**src/rtl/pipe_pkg.sv**
```systemverilog
// Shared definitions for the parametrised inter-stage pipeline register:
// control-field layout, default widths and the per-stage action encoding.
package pipe_pkg;

  localparam int CTRL_W_DEF = 16;
  localparam int DATA_W_DEF = 165;

  // Bit offsets of the fields inside the packed control vector
  localparam int CTRL_WREN       = 0;
  localparam int CTRL_DMEM_R     = 1;
  localparam int CTRL_DMEM_W     = 2;
  localparam int CTRL_BRANCH     = 3;
  localparam int CTRL_JUMP       = 4;
  localparam int CTRL_MUX_A      = 5;
  localparam int CTRL_MUX_B      = 6;
  localparam int CTRL_WB_SEL_LSB = 7;
  localparam int CTRL_WB_SEL_W   = 2;
  localparam int CTRL_ALU_OP_LSB = 9;
  localparam int CTRL_ALU_OP_W   = 4;
  localparam int CTRL_FUN3_LSB   = 13;
  localparam int CTRL_FUN3_W     = 3;

  localparam logic [CTRL_W_DEF-1:0] CTRL_NOP = {CTRL_W_DEF{1'b0}};

  typedef enum logic [1:0] {
    STAGE_LOAD = 2'd0,
    STAGE_HOLD = 2'd1,
    STAGE_KILL = 2'd2,
    STAGE_NOP  = 2'd3
  } stage_op_e;

endpackage

```
**src/rtl/pipe_stage_reg_if.sv**
```systemverilog
// Upstream/downstream bundle of the pipeline register: slot payload,
// pipeline control inputs and the last-stage outputs.
interface pipe_stage_reg_if
  import pipe_pkg::*;
#(
  parameter int CTRL_W = CTRL_W_DEF,
  parameter int DATA_W = DATA_W_DEF
);

  logic              in_valid;
  logic [CTRL_W-1:0] in_ctrl;
  logic [DATA_W-1:0] in_data;
  logic              busywait;
  logic              flush;
  logic              bubble;
  logic              in_ready;
  logic              out_valid;
  logic [CTRL_W-1:0] out_ctrl;
  logic [DATA_W-1:0] out_data;

  modport master (
    output in_valid, in_ctrl, in_data, busywait, flush, bubble,
    input  in_ready, out_valid, out_ctrl, out_data
  );

  modport slave (
    input  in_valid, in_ctrl, in_data, busywait, flush, bubble,
    output in_ready, out_valid, out_ctrl, out_data
  );

endinterface

```
**src/rtl/pipe_stage_cell.sv**
```systemverilog
// One register stage: valid bit, control vector and data payload, with
// kill > hold > nop > load priority. Invalid stages always carry ctrl=0.
module pipe_stage_cell
  import pipe_pkg::*;
#(
  parameter int CTRL_W     = CTRL_W_DEF,
  parameter int DATA_W     = DATA_W_DEF,
  parameter bit CLEAR_DATA = 1'b1
) (
  input  logic              clk,
  input  logic              reset,
  input  logic              load,
  input  logic              hold,
  input  logic              kill,
  input  logic              nop,
  input  logic              d_valid,
  input  logic [CTRL_W-1:0] d_ctrl,
  input  logic [DATA_W-1:0] d_data,
  output logic              nxt_valid,
  output logic              q_valid,
  output logic [CTRL_W-1:0] q_ctrl,
  output logic [DATA_W-1:0] q_data
);

  logic              valid_r;
  logic [CTRL_W-1:0] ctrl_r;
  logic [DATA_W-1:0] data_r;
  logic              valid_nxt_s;
  logic [CTRL_W-1:0] ctrl_nxt_s;
  logic [DATA_W-1:0] data_nxt_s;
  stage_op_e         op_s;

  // Resolve the action for this edge; kill wins so a flush survives a stall
  always_comb begin
    if (kill) begin
      op_s = STAGE_KILL;
    end else if (hold) begin
      op_s = STAGE_HOLD;
    end else if (nop) begin
      op_s = STAGE_NOP;
    end else if (load) begin
      op_s = STAGE_LOAD;
    end else begin
      op_s = STAGE_HOLD;
    end
  end

  // Next-state contents for the selected action
  always_comb begin
    valid_nxt_s = valid_r;
    ctrl_nxt_s  = ctrl_r;
    data_nxt_s  = data_r;
    case (op_s)
      STAGE_LOAD: begin
        valid_nxt_s = d_valid;
        ctrl_nxt_s  = d_valid ? d_ctrl : {CTRL_W{1'b0}};
        data_nxt_s  = d_data;
      end
      STAGE_KILL: begin
        valid_nxt_s = 1'b0;
        ctrl_nxt_s  = {CTRL_W{1'b0}};
        if (CLEAR_DATA) begin
          data_nxt_s = {DATA_W{1'b0}};
        end else begin
          data_nxt_s = data_r;
        end
      end
      STAGE_NOP: begin
        valid_nxt_s = 1'b0;
        ctrl_nxt_s  = {CTRL_W{1'b0}};
      end
      STAGE_HOLD: begin
        valid_nxt_s = valid_r;
      end
      default: begin
        valid_nxt_s = valid_r;
      end
    endcase
  end

  // Stage storage with synchronous active-low reset
  always_ff @(posedge clk) begin
    if (!reset) begin
      valid_r <= 1'b0;
      ctrl_r  <= {CTRL_W{1'b0}};
      data_r  <= {DATA_W{1'b0}};
    end else begin
      valid_r <= valid_nxt_s;
      ctrl_r  <= ctrl_nxt_s;
      data_r  <= data_nxt_s;
    end
  end

  assign nxt_valid = valid_nxt_s;
  assign q_valid   = valid_r;
  assign q_ctrl    = ctrl_r;
  assign q_data    = data_r;

endmodule

```
**src/rtl/pipe_stage_reg.sv**
```systemverilog
// Parametrised DEPTH-stage pipeline register with stall, flush of the
// youngest stages, bubble insertion, occupancy and saturating counters.
module pipe_stage_reg
  import pipe_pkg::*;
#(
  parameter int CTRL_W      = CTRL_W_DEF,
  parameter int DATA_W      = DATA_W_DEF,
  parameter int DEPTH       = 1,
  parameter int FLUSH_DEPTH = 1,
  parameter bit CLEAR_DATA  = 1'b1,
  parameter int CNT_W       = 16
) (
  input  logic             clk,
  input  logic             reset,
  pipe_stage_reg_if.slave  bus,
  output logic [2:0]       occupancy,
  output logic [CNT_W-1:0] stall_cnt,
  output logic [CNT_W-1:0] flush_cnt
);

  localparam logic [CNT_W-1:0] CNT_MAX = {CNT_W{1'b1}};
  localparam logic [CNT_W-1:0] CNT_ONE = {{(CNT_W-1){1'b0}}, 1'b1};

  logic [DEPTH-1:0]  q_valid_s;
  logic [DEPTH-1:0]  nxt_valid_s;
  logic [CTRL_W-1:0] q_ctrl_s [DEPTH];
  logic [DATA_W-1:0] q_data_s [DEPTH];
  logic [2:0]        occ_nxt_s;
  logic [2:0]        occupancy_r;
  logic [CNT_W-1:0]  stall_cnt_r;
  logic [CNT_W-1:0]  flush_cnt_r;

  // Stage 0 takes the upstream slot; every older stage takes its younger neighbour
  for (genvar i = 0; i < DEPTH; i++) begin : g_stage
    logic              d_valid_s;
    logic [CTRL_W-1:0] d_ctrl_s;
    logic [DATA_W-1:0] d_data_s;

    if (i == 0) begin : g_head
      assign d_valid_s = bus.in_valid;
      assign d_ctrl_s  = bus.in_ctrl;
      assign d_data_s  = bus.in_data;
    end else begin : g_body
      assign d_valid_s = q_valid_s[i-1];
      assign d_ctrl_s  = q_ctrl_s[i-1];
      assign d_data_s  = q_data_s[i-1];
    end

    pipe_stage_cell #(
      .CTRL_W    (CTRL_W),
      .DATA_W    (DATA_W),
      .CLEAR_DATA(CLEAR_DATA)
    ) u_cell (
      .clk      (clk),
      .reset    (reset),
      .load     (!bus.busywait),
      .hold     (bus.busywait),
      .kill     (bus.flush && (i < FLUSH_DEPTH)),
      .nop      (bus.bubble && (i == 0)),
      .d_valid  (d_valid_s),
      .d_ctrl   (d_ctrl_s),
      .d_data   (d_data_s),
      .nxt_valid(nxt_valid_s[i]),
      .q_valid  (q_valid_s[i]),
      .q_ctrl   (q_ctrl_s[i]),
      .q_data   (q_data_s[i])
    );
  end

  // Popcount of the valid bits the stages will hold after this edge
  always_comb begin
    occ_nxt_s = 3'd0;
    for (int i = 0; i < DEPTH; i++) begin
      occ_nxt_s = occ_nxt_s + {2'b00, nxt_valid_s[i]};
    end
  end

  // Occupancy and saturating stall/flush counters; stall only counts with content held
  always_ff @(posedge clk) begin
    if (!reset) begin
      occupancy_r <= 3'd0;
      stall_cnt_r <= {CNT_W{1'b0}};
      flush_cnt_r <= {CNT_W{1'b0}};
    end else begin
      occupancy_r <= occ_nxt_s;
      if (bus.busywait && (occupancy_r != 3'd0) && (stall_cnt_r != CNT_MAX)) begin
        stall_cnt_r <= stall_cnt_r + CNT_ONE;
      end else begin
        stall_cnt_r <= stall_cnt_r;
      end
      if (bus.flush && (flush_cnt_r != CNT_MAX)) begin
        flush_cnt_r <= flush_cnt_r + CNT_ONE;
      end else begin
        flush_cnt_r <= flush_cnt_r;
      end
    end
  end

  assign bus.in_ready  = !bus.busywait && !bus.bubble;
  assign bus.out_valid = q_valid_s[DEPTH-1];
  assign bus.out_ctrl  = q_ctrl_s[DEPTH-1];
  assign bus.out_data  = q_data_s[DEPTH-1];
  assign occupancy     = occupancy_r;
  assign stall_cnt     = stall_cnt_r;
  assign flush_cnt     = flush_cnt_r;

endmodule

```
**src/flat_wrapper.sv**
```systemverilog
// flat-port wrapper written by rule: the top's interface ports become plain ports
module pipe_stage_reg_flat import pipe_pkg::*;
#(
  parameter int CTRL_W      = CTRL_W_DEF,
  parameter int DATA_W      = DATA_W_DEF,
  parameter int DEPTH       = 1,
  parameter int FLUSH_DEPTH = 1,
  parameter bit CLEAR_DATA  = 1'b1,
  parameter int CNT_W       = 16
)
  (clk, reset, occupancy, stall_cnt, flush_cnt, bus_in_valid, bus_in_ctrl, bus_in_data, bus_busywait, bus_flush, bus_bubble, bus_in_ready, bus_out_valid, bus_out_ctrl, bus_out_data);
  pipe_stage_reg_if #(.CTRL_W(CTRL_W), .DATA_W(DATA_W)) bus_i ();
  input  logic clk;
  input  logic reset;
  output logic [2:0] occupancy;
  output logic [CNT_W-1:0] stall_cnt;
  output logic [CNT_W-1:0] flush_cnt;
  input wire logic [$bits(bus_i.in_valid)-1:0] bus_in_valid;
  input wire logic [$bits(bus_i.in_ctrl)-1:0] bus_in_ctrl;
  input wire logic [$bits(bus_i.in_data)-1:0] bus_in_data;
  input wire logic [$bits(bus_i.busywait)-1:0] bus_busywait;
  input wire logic [$bits(bus_i.flush)-1:0] bus_flush;
  input wire logic [$bits(bus_i.bubble)-1:0] bus_bubble;
  output wire logic [$bits(bus_i.in_ready)-1:0] bus_in_ready;
  output wire logic [$bits(bus_i.out_valid)-1:0] bus_out_valid;
  output wire logic [$bits(bus_i.out_ctrl)-1:0] bus_out_ctrl;
  output wire logic [$bits(bus_i.out_data)-1:0] bus_out_data;
  assign bus_i.in_valid = bus_in_valid;
  assign bus_i.in_ctrl = bus_in_ctrl;
  assign bus_i.in_data = bus_in_data;
  assign bus_i.busywait = bus_busywait;
  assign bus_i.flush = bus_flush;
  assign bus_i.bubble = bus_bubble;
  assign bus_in_ready = bus_i.in_ready;
  assign bus_out_valid = bus_i.out_valid;
  assign bus_out_ctrl = bus_i.out_ctrl;
  assign bus_out_data = bus_i.out_data;
  pipe_stage_reg #(.CTRL_W(CTRL_W), .DATA_W(DATA_W), .DEPTH(DEPTH), .FLUSH_DEPTH(FLUSH_DEPTH), .CLEAR_DATA(CLEAR_DATA), .CNT_W(CNT_W)) u_core (.clk(clk), .reset(reset), .bus(bus_i), .occupancy(occupancy), .stall_cnt(stall_cnt), .flush_cnt(flush_cnt));
endmodule
```
**config.mk**
```make
export PLATFORM = sky130hd
export DESIGN_NAME = pipe_stage_reg_flat
export DESIGN_NICKNAME = d
export VERILOG_FILES = /design/src/rtl/pipe_pkg.sv /design/src/rtl/pipe_stage_reg_if.sv /design/src/rtl/pipe_stage_cell.sv /design/src/rtl/pipe_stage_reg.sv /design/src/flat_wrapper.sv
export SDC_FILE = /design/constraint.sdc
export NUM_CORES = 1
export LEC_CHECK = 0
export ABC_AREA = 1
export CORE_AREA = 2 2 158 160
export CTS_CLUSTER_SIZE = 25
export DETAILED_ROUTE_END_ITERATION = 6
export DIE_AREA = 0 0 160 162
export GPL_ROUTABILITY_DRIVEN = 0
export GPL_TIMING_DRIVEN = 0
export PLACE_DENSITY = 0.7
export SYNTH_ARGS = -nofsm -noshare
export SYNTH_HDL_FRONTEND = slang
export SYNTH_SLANG_ARGS = --single-unit
```
**constraint.sdc**
```tcl
create_clock -name clk -period 4.9 [get_ports clk]
set_clock_uncertainty 0.05 [all_clocks]
set_input_delay 1.47 -clock clk [delete_from_list [all_inputs] [get_ports clk]]
set_output_delay 1.47 -clock clk [all_outputs]
set_load 0.02 [all_outputs]
```
### Word level (Yosys, flattened, before mapping)

Index checks and enable logic that the tools add are counted.

* register bits: 216
* input bits: 187
* output and inout port bits: 218
* word-level logic and storage cells: 31

* add/sub/neg operators: 2
* eq/ne operators: 5
* multiplexer cells: 7
* reductions and logical operators: 11

Operators by type and width (number)
* one-hot mux 165 bit (2 select lines): 1
* adder 16 x 1 -> 16 bit, second input constant: 2
* != test 16 bit, second input constant: 2
* one-hot mux 16 bit (2 select lines): 1
* 2-to-1 mux 16 bit: 1
* 2-to-1 mux 2 bit: 3
* equality test 2 bit, second input constant: 2
* logical AND 1 bit: 4
* nonzero test 2 bit: 2
* one-hot mux 1 bit (3 select lines): 1
* nonzero test 3 bit: 1
* equality test 2 x 1 -> 1 bit, second input constant: 1
* zero test 1 bit: 2
* zero test 2 bit: 1
* OR reduction 2 bit: 1

### Logic depth before layout (Yosys ltp)

Gate-level depths: netlist (run 1).

* word-level depth: 6
* mapped depth: 9
* mapped depth without buffers: 9

### By module

From an unflattened synthesis (run 1), not the netlist that was laid out.

* cells, all modules: 1146
* area, all modules: 8329.2 µm²

Modules (own cells, without submodules)
* pipe_stage_cell: times used 1, cells an instance 834, area each 6429.9 µm², seq. area each 3643.5 µm²
* pipe_stage_reg: times used 1, cells an instance 312, area each 1899.3 µm², seq. area each 660.6 µm²

### Least setup slack after synthesis (run 1)

No wires, ideal clock.

* path type: input to output
* from: input bus_busywait
* to: output bus_in_ready
* arrival time: 2170 ps
* required time: 3380 ps
* path slack: 1210 ps
* stages on the path: 4
* path buffers: 3
* cell sequence: buf_4 > nor2_4 > buf_2 > buf_2

* longest elaborated chain between the ends: 2

Ends and longest elaborated chain
* start: declaration: line flat_wrapper.sv:21 `input wire logic [$bits(bus_i.busywait)-1:0] bus_busywait;`
* zero test 1 bit
* logical AND 1 bit: line pipe_stage_reg.sv:99 `assign bus.in_ready = !bus.busywait && !bus.bubble;`
* end: declaration: line flat_wrapper.sv:24 `output wire logic [$bits(bus_i.in_ready)-1:0] bus_in_ready;`

Every way passes these cells.

### Worst setup path in the final report (run 1)

* from: input bus_bubble
* to: output bus_in_ready

* longest elaborated chain between the ends: 2

Ends and longest elaborated chain
* start: declaration: line flat_wrapper.sv:23 `input wire logic [$bits(bus_i.bubble)-1:0] bus_bubble;`
* zero test 1 bit: line pipe_stage_reg.sv:99
* logical AND 1 bit: line pipe_stage_reg.sv:99

Every way passes these cells.

==> flow_summary.json, run 1 <==
{
  "crit_type": "in2out",
  "io-pin-count": 405,
  "rows": 57,
  "drv_cap": 0,
  "synth_edf_count": 0,
  "synth_cell_types": 28,
  "hold_depth": 2,
  "via_per_inst": 4.79,
  "slowest_stage": "clkdlybuf4s50_1",
  "p_leak_nw": 5.03,
  "synth-seq-cells": 214,
  "cp-start-kind": "primary input",
  "drive_gt1_frac": 0.0668,
  "core_area_sq_mm": 0.0241,
  "worstMarginPinSlew_ps": 687,
  "htree_levels": 1,
  "rsz0062_at_grt": "false",
  "place_area_sq_mm": 0.0127,
  "pwr_density_cell_mw_per_mm2": 313,
  "arrival_ps": 3190,
  "synth_top_area_share": 0.519,
  "wire_per_inst_um": 16.3,
  "synthAdderAreaFrac": 0.00303,
  "start_util": 0.342,
  "r2r_slack_ps": 3250,
  "drt-initial-drc-count": 502,
  "antenna_found_initial": 1,
  "synth_compound_area_frac": 0.125,
  "dieArea_sq_mm": 0.0259,
  "dr.pass1.iters": 5,
  "cts_num_sinks": 214,
  "yosysMostFrequentCell": "nand2_1",
  "grt_pass1_vias": 8511,
  "synth_commonest_cells": "220 x nand2_1, 214 x dfxtp_1, 174 x nor2_1",
  "final_cell_count_no_fill": 1866,
  "cts_inserted_buffers": 24,
  "ir_drop_v": 0.000247,
  "die_h_um": 162,
  "period_share": 0.961,
  "pre_cts_slack_ps": -81.7,
  "cts_tree": "done",
  "cts_buffer_depth": 3,
  "worstPathCellList": "clkdlybuf4s50_1 > nor2_4 > buf_2 > buf_2 > clkdlybuf4s50_1",
  "grt_pass1_wl_um": 46400,
  "netlist_instances": 1096,
  "ant_nets": 0,
  "synth_top_area_cell": "dfxtp_1",
  "finalSetupViolations": 0,
  "synth-xor-area-share": 0.00106,
  "die_x_um": 160,
  "whs_endpoint": "u_core.g_stage[0].u_cell.q_data[79]",
  "synthesis.area_sq_mm": 0.00825,
  "grtUsageTotal": 0.224,
  "synth_mux_area_frac": 0,
  "finalHoldViolCount": 0,
  "cp_num_buf_inv": 4,
  "design_area_sq_mm": 0.0135,
  "layout.nets": 1713,
  "grt-ovfl-total": 0,
  "clkLatencyLatePin_ps": 510,
  "io_buffers": 400,
  "fmax_mhz": 212,
  "crit_family": "buffers and inverters",
  "power_mw": 4.25,
  "grt_max_degree": 14,
  "synth_simple_gate_area_frac": 0.282,
  "drv_slew": 0,
  "diodes": 0,
  "async_flop_share": 0,
  "r2r-start": "u_core.flush_cnt[0]",
  "maxSlewHeadroom": 0.542,
  "path_max_fanout": 10,
  "path_clk_slew_ps": 60,
  "hp-start": "u_core.g_stage[0].u_cell.q_data[79]",
  "r2r_cells": 9,
  "synth_top_family_by_area": "simple AND/OR/NAND/NOR gates",
  "drc": 0,
  "ys.flop_type": "dfxtp_1",
  "hpwl_um": 23200,
  "syn_avg_cell_area_sq_um": 7.53,
  "r2r_end": "u_core.flush_cnt[14]",
  "nFillCells": 2271,
  "hp-class": "reg2reg",
  "dp_cells": 1821,
  "ys_seq_area_frac": 0.519,
  "worstPathRequired_ps": 3380,
  "status": "finished, final reports clean",
  "syn2layout_area_growth_pct": 64.2,
  "layout_setup_ws_ps": 193,
  "fin_crit_ps": 4710,
  "root_buffer": "clkbuf_16",
  "synthTopCellsByArea": "dfxtp_1 52%, nand2_1 10%, a21oi_1 8.6%, nand3_1 8.3%, nor2_1 7.9%",
  "totalWireLength_um": 30500,
  "yosys_warnings": 0,
  "crit_path_max_incr_delay_ps": 630,
  "vias": 8946,
  "cp-end-kind": "output pin"
}
-- cells in the final DEF (no fill, tap or decap), types with 5 or more instances in the layout --
master / n
clkdlybuf4s50_1: 400
nand2_1: 220
dfxtp_1: 214
nor2_1: 174
a21oi_1: 141
nand3_1: 137
o21ai_0: 56
inv_1: 36
buf_2: 31
clkbuf_1: 27
clkbuf_16: 25
buf_6: 9
o21ai_1: 9
nand4_1: 8
buf_4: 7
clkbuf_8: 6
clkinv_2: 6
buf_1: 5
-- cell type report --
type	count	area (sq um)	area share
flip-flops and latches	214	4280	0.316
repair buffers	401	4010	0.296
multi-input cells	766	3400	0.251
clock buffers	32	712	0.0525
plain buffers	78	423	0.0312
well taps	324	405	0.0299
clock inverters	12	166	0.0123
inverters	39	149	0.0110
-- stage by stage --
stage / setup TNS (ps) / hold WS, ps / utilization
detailed placement: -81.7 / 401 / 0.525
floorplan: 0 / 487 / -
global placement: -86.1 / 397 / 0.525
CTS: 0 / 411 / 0.562
global route: 0 / 436 / 0.562
finish: 0 / 411 / 0.562
-- worst max path at each step --
stage | end | from | cells past startpoint
global placement | bus_in_ready | bus_bubble | 5
floorplan | bus_in_ready | bus_busywait | 4
detailed placement | bus_in_ready | bus_bubble | 5
CTS | bus_in_ready | bus_bubble | 5
finish | bus_in_ready | bus_bubble | 5
global route | bus_in_ready | bus_bubble | 5
-- worst register-to-register path, stage by stage, from the launching register on --
cell and delay [ps]:
dfxtp_1 400, ha_1 200, inv_1 60, nor2_2 190, nand3_1 140, nor2_2 250, nand2_1 110, nand2_1 70
nand2_1 40, nor2_1 90
-- where the power goes --
| part | switching [mW] | total, mW | internal (mW) |
|---|---|---|---|
| Clock | 0.746 | 1.98 | 1.23 |
| Combinational | 0.227 | 0.469 | 0.242 |
| Sequential | 0.0218 | 1.80 | 1.78 |
| Total | 0.995 | 4.25 | 3.25 |
-- layer usage --
layer / vias up / part of all wire / GRT usage
met1: 4073 / 0.38 / 0.250
li1: 4452 / - / -
met4: 0 / 0.026 / 0.0688
met3: 44 / 0.093 / 0.0712
met5: - / 0 / 0
met2: 377 / 0.50 / 0.406
-- flip-flops by register name, indices dropped and copies added, names as in the netlist --
register and count:
u_core.stall_cnt 16, u_core.g_stage.u_cell.q_ctrl 16, u_core.g_stage.u_cell.q_data 165, u_core.flush_cnt 16, u_core.occupancy 1
-- repair_timing --
action,CTS,global route
setup buffers,1,0
setup endpoints to repair,1,0
hold buffers,0,0
resized for setup,0,0
-- cells by family after synthesis --
| family | Yosys count |
|---|---|
| flip-flops | 214 |
| adder cells (fa/ha/maj) | 2 |
| AND/OR/NAND/NOR | 555 |
| buffers and inverters | 117 |
| AO/OA/AOI/OAI | 206 |
| XOR/XNOR | 1 |
| other | 1 |
Power figures use the tool's default switching activity.
==> inputs of run 2 (changes only) <==
- ABC_CLOCK_PERIOD_IN_PS: default -> 4900
- CORE_AREA: 2 2 158 160 -> default
- CORE_ASPECT_RATIO: default -> 0.5
- CORE_MARGIN: default -> 1
- CORE_UTILIZATION: default -> 44
- DIE_AREA: 0 0 160 162 -> default
- PLACE_DENSITY: 0.7 -> 0.86
- SKIP_LAST_GASP: default -> 1
==> run 2 against run 1 <==
Compared with the run above: first-iteration DRC count is 8.6% higher; final cell count is 5.3% lower; via count is 1.7% higher; clock power is 12% lower; register-to-register slack worse by 60 ps; total power is 5.2% lower; combinational power hardly changed; worst setup slack worse by 3.2 ps; worst hold slack better by 2.0 ps; cell area is 1.8% lower; critical path type unchanged; highest routed layer unchanged.
==> flow_summary.json, run 2 (synthesis results as in run 1) <==
{
  "status": "finished, final reports clean",
  "pwr-share-seq": 0.447,
  "io_buffers": 400,
  "arrival_ps": 3190,
  "p_clk_frac": 0.436,
  "holdWs_ps": 413,
  "r2r-start": "u_core.flush_cnt[1]",
  "core_area_sq_mm": 0.0179,
  "period_share": 0.961,
  "worstPathRequired_ps": 3380,
  "cp-start-kind": "primary input",
  "largest_reg_flops": 165,
  "drv_cap": 0,
  "io-pin-count": 405,
  "finalHoldViolCount": 0,
  "r2r_slack_ps": 3190,
  "cts_inserted_buffers": 20,
  "grt_pass1_vias": 8679,
  "drc": 0,
  "final_common_cell": "clkdlybuf4s50_1",
  "grt-ovfl-total": 0,
  "swShare": 0.233,
  "cts_buffer_depth": 3,
  "met3_usage": 0.0582,
  "p_int_mw": 3.09,
  "path_max_fanout": 10,
  "rows": 34,
  "dieArea_sq_mm": 0.0193,
  "hpwl_um": 22800,
  "drt-initial-drc-count": 545,
  "root_buffer": "clkbuf_16",
  "die_h_um": 98.8,
  "final-seq-area_sq_mm": 0.00428,
  "ir_drop_v": 0.000281,
  "use_met1": 0.368,
  "maxSlewHeadroom": 0.495,
  "nFillCells": 1316,
  "cp-end-kind": "output pin",
  "grtUsageTotal": 0.299,
  "fin_util": 0.744,
  "grt_pass1_wl_um": 46100,
  "p_switching_mw": 0.938,
  "dr.pass1.iters": 5,
  "place_area_sq_mm": 0.0125,
  "multi_input_area_sq_mm": 0.00340,
  "clkLatencyLatePin_ps": 500,
  "totalWireLength_um": 30200,
  "syn2layout_area_growth_pct": 61.2,
  "met2_usage": 0.514,
  "fin_crit_ps": 4710,
  "p_leak_nw": 4.96,
  "drive_gt1_frac": 0.0613,
  "start_util": 0.462,
  "busiest_layer": "met2",
  "cts_tree": "done",
  "fmax_mhz": 212,
  "design_area_sq_mm": 0.0133,
  "pwr_density_cell_mw_per_mm2": 302,
  "path_clk_slew_ps": 60,
  "crit_path_start": "bus_bubble",
  "crit_path_end": "bus_in_ready",
  "crit_type": "in2out",
  "worstMarginPinSlew_ps": 757,
  "via_per_inst": 5.15,
  "vias": 9097,
  "htree_levels": 1,
  "power_frac_comb": 0.117,
  "r2r_cells": 8,
  "r2r_end": "u_core.flush_cnt[1]",
  "cts_num_sinks": 214,
  "hp-start": "u_core.g_stage[0].u_cell.q_data[51]",
  "hp-class": "reg2reg",
  "rsz0062_at_grt": "false",
  "pre_cts_slack_ps": -37.2,
  "power_mw": 4.02,
  "antenna_found_initial": 1,
  "layout_setup_ws_ps": 189,
  "drv_slew": 0,
  "layout.nets": 1709,
  "grt_max_degree": 16,
  "wire_per_inst_um": 17.1,
  "finalSetupViolations": 0,
  "most-common-layout-cells": "400 x clkdlybuf4s50_1, 220 x nand2_1, 214 x dfxtp_1",
  "die_x_um": 196,
  "ant_nets": 0
}
run 2: stage by stage:
stage | cells | TNS [ps]
6_report | 1768 | 0
5_1_grt | 1768 | 0
4_1_cts | 1767 | 0
3_5_place_dp | 1731 | -37.2
3_3_place_gp | 1731 | -36.8
2_1_floorplan | 1097 | 0
run 2: worst min path at each step:
stage                                           endpoint  slack [ps]  depth (start not counted)
floorplan            u_core.g_stage[0].u_cell.q_data[51]         490                          2
global placement    u_core.g_stage[0].u_cell.q_data[140]         400                          2
detailed placement  u_core.g_stage[0].u_cell.q_data[140]         400                          2
CTS                  u_core.g_stage[0].u_cell.q_data[51]         410                          2
global route         u_core.g_stage[0].u_cell.q_data[74]         430                          2
finish               u_core.g_stage[0].u_cell.q_data[51]         410                          2
run 2: area by class of cell:
class                   count  share of cell area
clock buffers              27              0.0450
diodes                      1            0.000188
multi-input cells         766               0.255
plain buffers              78              0.0318
inverters                  39              0.0112
repair buffers            401               0.302
flip-flops and latches    214               0.322
clock inverters             8              0.0107
well taps                 234              0.0220
run 2: power groups by stage:
stage / logic (mW) / registers, mW / clock network [mW]
final: 0.470 / 1.80 / 1.75
after global routing: 0.501 / 1.80 / 1.84
after CTS: 0.467 / 1.80 / 1.77
after detailed placement: 0.462 / 1.84 / 0
after global placement: 0.455 / 1.84 / 0
after floorplan: 0.135 / 1.88 / 0
run 2: per-layer routing:
layer | routed length (um) | part of all wire | up-vias
li1 | - | - | 4428
met1 | 12400 | 0.41 | 4199
met2 | 14500 | 0.48 | 375
met3 | 1940 | 0.064 | 95
met4 | 1300 | 0.043 | 0
met5 | 0 | 0 | -
run 2: timing repair:
item                                    4_1_cts  5_1_grt
endpoints found under the hold margin         0        0
endpoints found under the setup margin        1        0
buffers inserted                              1        0
hold buffers                                  0        0
gates resized for setup                       0        0
run 2: critical path: stages:
cell,delay (ps)
clkdlybuf4s50_1,460
nor2_4,140
buf_2,230
buf_2,250
clkdlybuf4s50_1,640
